File: src/rtl/gate_decoder_pkg.sv
// Shared opcodes, minterm masks and FSM encoding for the gate decoder arbiter.
package gate_decoder_pkg;

    localparam logic [1:0] OP_NOT = 2'b00;
    localparam logic [1:0] OP_AND = 2'b01;
    localparam logic [1:0] OP_OR  = 2'b10;
    localparam logic [1:0] OP_XOR = 2'b11;

    // Bit n of a mask is the gate output for minterm {a,b} == n.
    localparam logic [3:0] MASK_NOT = 4'b0011;
    localparam logic [3:0] MASK_AND = 4'b1000;
    localparam logic [3:0] MASK_OR  = 4'b1110;
    localparam logic [3:0] MASK_XOR = 4'b0110;

    typedef enum logic [1:0] {
        ST_IDLE  = 2'd0,
        ST_GRANT = 2'd1,
        ST_EVAL  = 2'd2,
        ST_RESP  = 2'd3
    } state_t;

    function automatic logic [3:0] op_mask(input logic [1:0] op);
        logic [3:0] m;
        case (op)
            OP_NOT:  m = MASK_NOT;
            OP_AND:  m = MASK_AND;
            OP_OR:   m = MASK_OR;
            default: m = MASK_XOR;
        endcase
        return m;
    endfunction

endpackage

File: src/rtl/gate_decoder_unit.sv
// Combinational gate: 2-to-4 minterm decoder ANDed with the opcode mask.
module gate_decoder_unit
    import gate_decoder_pkg::*;
(
    input  logic [1:0] op,
    input  logic       a,
    input  logic       b,
    output logic       y
);

    logic [3:0] minterm;

    assign minterm = 4'b0001 << {a, b};
    assign y       = |(minterm & op_mask(op));

endmodule

File: src/rtl/gate_decoder_arbiter.sv
// Round-robin arbiter sequencing NUM_REQ requesters through one shared gate unit.
module gate_decoder_arbiter
    import gate_decoder_pkg::*;
#(
    parameter int NUM_REQ = 4,
    parameter int ID_W    = $clog2(NUM_REQ)
) (
    input  logic                   clk,
    input  logic                   rst_n,
    input  logic [NUM_REQ-1:0]     req,
    input  logic [2*NUM_REQ-1:0]   op,
    input  logic [NUM_REQ-1:0]     a,
    input  logic [NUM_REQ-1:0]     b,
    output logic [NUM_REQ-1:0]     gnt,
    output logic                   busy,
    output logic                   rsp_valid,
    output logic [ID_W-1:0]        rsp_id,
    output logic                   rsp_y
);

    function automatic logic [ID_W-1:0] next_ptr(input logic [ID_W-1:0] id);
        return (int'(id) == NUM_REQ - 1) ? '0 : id + ID_W'(1);
    endfunction

    state_t            state_q, state_d;
    logic [ID_W-1:0]   ptr_q, win_q, rsp_id_q;
    logic [1:0]        op_q;
    logic              a_q, b_q, y_q;
    logic              unit_y;

    logic [ID_W-1:0]      base;
    logic [2*NUM_REQ-1:0] req_dbl;
    logic [NUM_REQ-1:0]   req_rot;
    logic                 arb_hit, arb_en;
    logic [ID_W-1:0]      arb_id;
    logic [1:0]           op_sel;
    logic                 a_sel, b_sel;
    int                   off, idx;

    // In RESP the search already starts one past the current winner.
    always_comb begin
        base    = (state_q == ST_RESP) ? next_ptr(win_q) : ptr_q;
        req_dbl = {req, req};
        req_rot = NUM_REQ'(req_dbl >> base);
        arb_hit = 1'b0;
        off     = 0;
        for (int k = NUM_REQ - 1; k >= 0; k--) begin
            if (req_rot[k]) begin
                arb_hit = 1'b1;
                off     = k;
            end
        end
        idx = int'(base) + off;
        if (idx >= NUM_REQ) begin
            idx = idx - NUM_REQ;
        end
        arb_id = ID_W'(idx);
        op_sel = 2'b00;
        a_sel  = 1'b0;
        b_sel  = 1'b0;
        for (int i = 0; i < NUM_REQ; i++) begin
            if (arb_id == ID_W'(i)) begin
                op_sel = op[2*i +: 2];
                a_sel  = a[i];
                b_sel  = b[i];
            end
        end
    end

    always_comb begin
        state_d = state_q;
        arb_en  = 1'b0;
        case (state_q)
            ST_IDLE: begin
                if (arb_hit) begin
                    state_d = ST_GRANT;
                    arb_en  = 1'b1;
                end
            end
            ST_GRANT: state_d = ST_EVAL;
            ST_EVAL:  state_d = ST_RESP;
            ST_RESP: begin
                if (arb_hit) begin
                    state_d = ST_GRANT;
                    arb_en  = 1'b1;
                end else begin
                    state_d = ST_IDLE;
                end
            end
            default: state_d = ST_IDLE;
        endcase
    end

    always_ff @(posedge clk or negedge rst_n) begin
        if (!rst_n) begin
            state_q  <= ST_IDLE;
            ptr_q    <= '0;
            win_q    <= '0;
            op_q     <= 2'b00;
            a_q      <= 1'b0;
            b_q      <= 1'b0;
            y_q      <= 1'b0;
            rsp_id_q <= '0;
        end else begin
            state_q <= state_d;
            if (arb_en) begin
                win_q <= arb_id;
                op_q  <= op_sel;
                a_q   <= a_sel;
                b_q   <= b_sel;
            end
            // Result and ID move together so both hold until the next RESP.
            if (state_q == ST_EVAL) begin
                y_q      <= unit_y;
                rsp_id_q <= win_q;
            end
            if (state_q == ST_RESP) begin
                ptr_q <= next_ptr(win_q);
            end
        end
    end

    gate_decoder_unit u_gate (
        .op (op_q),
        .a  (a_q),
        .b  (b_q),
        .y  (unit_y)
    );

    assign gnt       = (state_q == ST_GRANT) ? (NUM_REQ'(1) << win_q) : '0;
    assign busy      = (state_q != ST_IDLE);
    assign rsp_valid = (state_q == ST_RESP);
    assign rsp_id    = rsp_id_q;
    assign rsp_y     = y_q;

endmodule

File: config.mk
export PLATFORM = sky130hd
export DESIGN_NAME = gate_decoder_arbiter
export DESIGN_NICKNAME = d
export VERILOG_FILES = /design/src/rtl/gate_decoder_pkg.sv /design/src/rtl/gate_decoder_unit.sv /design/src/rtl/gate_decoder_arbiter.sv
export SDC_FILE = /design/constraint.sdc
export NUM_CORES = 1
export LEC_CHECK = 0
export BUFFER_PORTS_ARGS = -buffer_cell sky130_fd_sc_hd__buf_4
export CAP_MARGIN = 25
export CORE_ASPECT_RATIO = 1.1
export CORE_UTILIZATION = 50
export DETAILED_ROUTE_END_ITERATION = 6
export GPL_TIMING_DRIVEN = 1
export PLACE_DENSITY = 0.76
export SLEW_MARGIN = 20
export SYNTH_ARGS = -nofsm -noshare
export SYNTH_HDL_FRONTEND = slang
export SYNTH_SLANG_ARGS = --single-unit
File: constraint.sdc
create_clock -name clk -period 2.83 [get_ports clk]
set_input_delay 0.566 -clock clk [delete_from_list [all_inputs] [get_ports clk]]
set_output_delay 0.566 -clock clk [all_outputs]
set_load 0.05 [all_outputs]
==> metrics.md <==
| Metric | Value |
|---|---|
| Unrepaired setup endpoints after global routing | no |
| Die width | 47.6 um |
| Cell Int Power | 819 uW |
| Crit end category | flip-flop |
| Peak VDD IR | between 0.0006 and 0.0007 V |
| Final Wtd Congestion | 0.810 |
| Syn Inst Count | 121 |
| Reg clk slew, reported paths | around 0.090 ns |
| Post_cts resized | 0 |
| Final Cell Area | 1350 um^2 |
| Router iterations before antenna repair | 4 |
| Clock buffer depth | 2 |
| Final Hold Viols | 0 |
| Height of the die | 52.1 um |
| Std cell rows | 17 |
| WL met3 | 47 um |
| CTS tree | built |
| ANT cells | 0 |
| Initial Util | between 50 and 60% |
| Clock latency at the later pin of the worst-skew pair | 0.27 ns |
| Cts hold-fix bufs | 0 |
| IO buf count | 30 |
| Post-route ant nets | 0 |
| Combinational power share | 70.4% |
| Final core occ | 64.8% |
| Post-Syn Area per Cell | 9.44 um^2 |
| Max Cap Viol | 0 |
| Iter 0 DRT Violations | 7 |
| Yosys top cell area share | 28.5% |
| Placed inst area | 1330 um^2 |
| Post-synthesis sequential area ratio | 28.5% |
| Cell accounting for the most synthesized area | dfrtp_1 |
| Setup bufs post-CTS | 0 |
| Sw Ratio | 50.9% |
| Root Driver | clkbuf_4 |
| Routed WL | 2390 um |
| Pwr dens | between 1000 and 1500 nW/um^2 |
| Area delta synth->final | 18.3% |
| Leak Pwr | 0.000653 uW |
| Syn. warnings | 0 |
| GR Overflow Total | 0 |
| WP data arrival | around 2.5 ns |
| # setup viols final | 0 |
| Die ar. | 2480 um^2 |
| Worst Clk Skew | ~0.0034 ns |
| Flop pwr share | 22.5% |
| HPWL Detailed | ~1900 um |
| Post-synthesis cell area | 1140 um^2 |
| Tmin final | approximately 2.4 ns |
| Kind of critical path | reg2reg |
| Status | finished, final reports clean |
| Htree depth | 1 |
| Slew HR | about 57% |
| Met1 Wirelength | 1120 um |
| CP max FO | 6 |
| Fin Setup TNS | 0 ns |
| Layout cell share with drive strength beyond 1 | 30.4% |
| Synth async-reset ratio | 100% |
| DRC viols | 0 |
| DR WL/cell | between 10 and 15 um |
| I/O pin total | 31 |
| Clock sinks | 13 |
| Commonest non-fill, non-tap cell in the layout | buf_4 |
| Worst path required time | 2.98 ns |
| Routed vias | 968 |
| Dominant synthesized flop cell | dfrtp_1 |
| Post-synth EDFFs | 0 |
| Clock power share | 7.1% |
| Least-Margin Pin Slew | 0.636 ns |
| Final net count | between 150 and 200 |
| Top area cells in the synthesized netlist | dfrtp_1 (28%), ha_1 (14%), mux2i_1 (5.3%) |
| Hold Path Class | in2async |
| Final Max Tran Viols | 0 |
| Fillers | 190 |
| First-pass GRT wire length | 4040 um |
| Multi-input logic area | approximately 710 um^2 |
| Design Power | between 1500 and 2000 uW |
| Global Route Usage Sum | 22.8% |
| Register bit count reported by yosys | 13 |
| Top sig layer | met4 |
| Vias per std cell | 5.50 |
| Num CTS Buffers | 3 |
| Vias in the first global route | 892 |
| CP startpoint kind | flip-flop |
| Register area | between 300 and 400 um^2 |
| F_max | 0.418 GHz |
| Psw | 847 uW |
| Initial antenna violation count | 0 |
| Core area | 2080 um^2 |
| Syn_nets | 156 |
| Highest-count cells in the layout ignoring fill and taps | buf_4 (30), ha_1 (13), dfrtp_1 (13), nand2_1 (10), inv_1 (9) |
| Library cells used by synthesis | 42 |
| Worst Hold Slack | around 0.12 ns |
| Period utilization | between 80% and 90% |
| DR WL met2 | ~1200 um |
| Largest net degree at the start of global routing | 14 |
[logic make-up (layout without fill, tap and decap cells)]
| kind of cell | Yosys count | after routing | synth area share [%] |
|---|---|---|---|
| compound gates | 34 | 34 | 22.5 |
| buf+inv | 16 | 43 | 9.75 |
| flops | 13 | 13 | 28.5 |
| mux | 9 | 9 | 8.21 |
| fa+ha+maj | 13 | 13 | 14.2 |
| simple gates | 36 | 36 | 16.9 |
[metal layers]
metal / up-vias / track usage [%]
met2: 24 / 37.0
met5: - / 0
met4: 0 / 8.33
met3: 2 / 1.04
met1: 453 / 31.2
li1: 489 / -
[area by class of cell]
cell class | count | share of cell area, %
clock buffers | 4 | 1.94
inverters | 9 | 2.50
multi-input cells | 92 | 52.2
flip-flops and latches | 13 | 24.1
well taps | 28 | 2.59
repair buffers | 30 | 16.7
[cell usage after synthesis, types with 2 or more instances]
master    number
a21oi_1        5
a31oi_1        2
and2_1         6
clkbuf_1       2
clkbuf_8       2
dfrtp_1       13
ha_1          13
inv_1          9
mux2_2         3
mux2i_1        6
nand2_1       10
nor2_1         8
o21ai_0        7
o221ai_1       4
o22ai_1        3
or2_2          2
[state kept, by name (all words and copies together) (netlist names)]
name / cells
state_q: 2
rsp_id: 2
op_q: 2
b_q: 1
win_q: 2
a_q: 1
rsp_y: 1
ptr_q: 2
[power groups by stage]
stage	Sequential, uW	Combinational (uW)	Clock [uW]
final	375	1170	118
after global routing	392	1310	129
after detailed placement	381	1170	0
after floorplan	431	894	0
after CTS	376	1170	121
after global placement	371	1140	0
[per-stage QoR]
stage	worst slack [ns]	instances
2_1_floorplan	0.307	121
3_3_place_gp	0.482	172
3_5_place_dp	0.453	172
4_1_cts	0.435	176
5_1_grt	0.260	176
6_report	0.435	176
[path summary, 6_finish.rpt]
| kind | start | endpoint | slack (ns) | cells after the start |
|---|---|---|---|---|
| setup reg to reg | state_q[0] | op_q[1] | 0.44 | 7 |
| hold / removal | rst_n | win_q[1] | 0.12 | 1 |
| min in group clk | rsp_id[1] | rsp_id[1] | 0.52 | 1 |
| max in group asynchronous | rst_n | win_q[0] | 2.55 | 1 |
| hold reg to reg | rsp_id[1] | rsp_id[1] | 0.52 | 1 |
| setup / recovery | state_q[0] | op_q[1] | 0.44 | 7 |
[critical path: stages (launching register included)]
cell	delay, ns
dfrtp_1	0.44
ha_1	0.27
or3b_1	0.49
and3_4	0.23
o32ai_4	0.39
mux2i_1	0.23
and2_1	0.15
o22ai_1	0.06
Note: power is estimated with default switching activity, not from simulation.
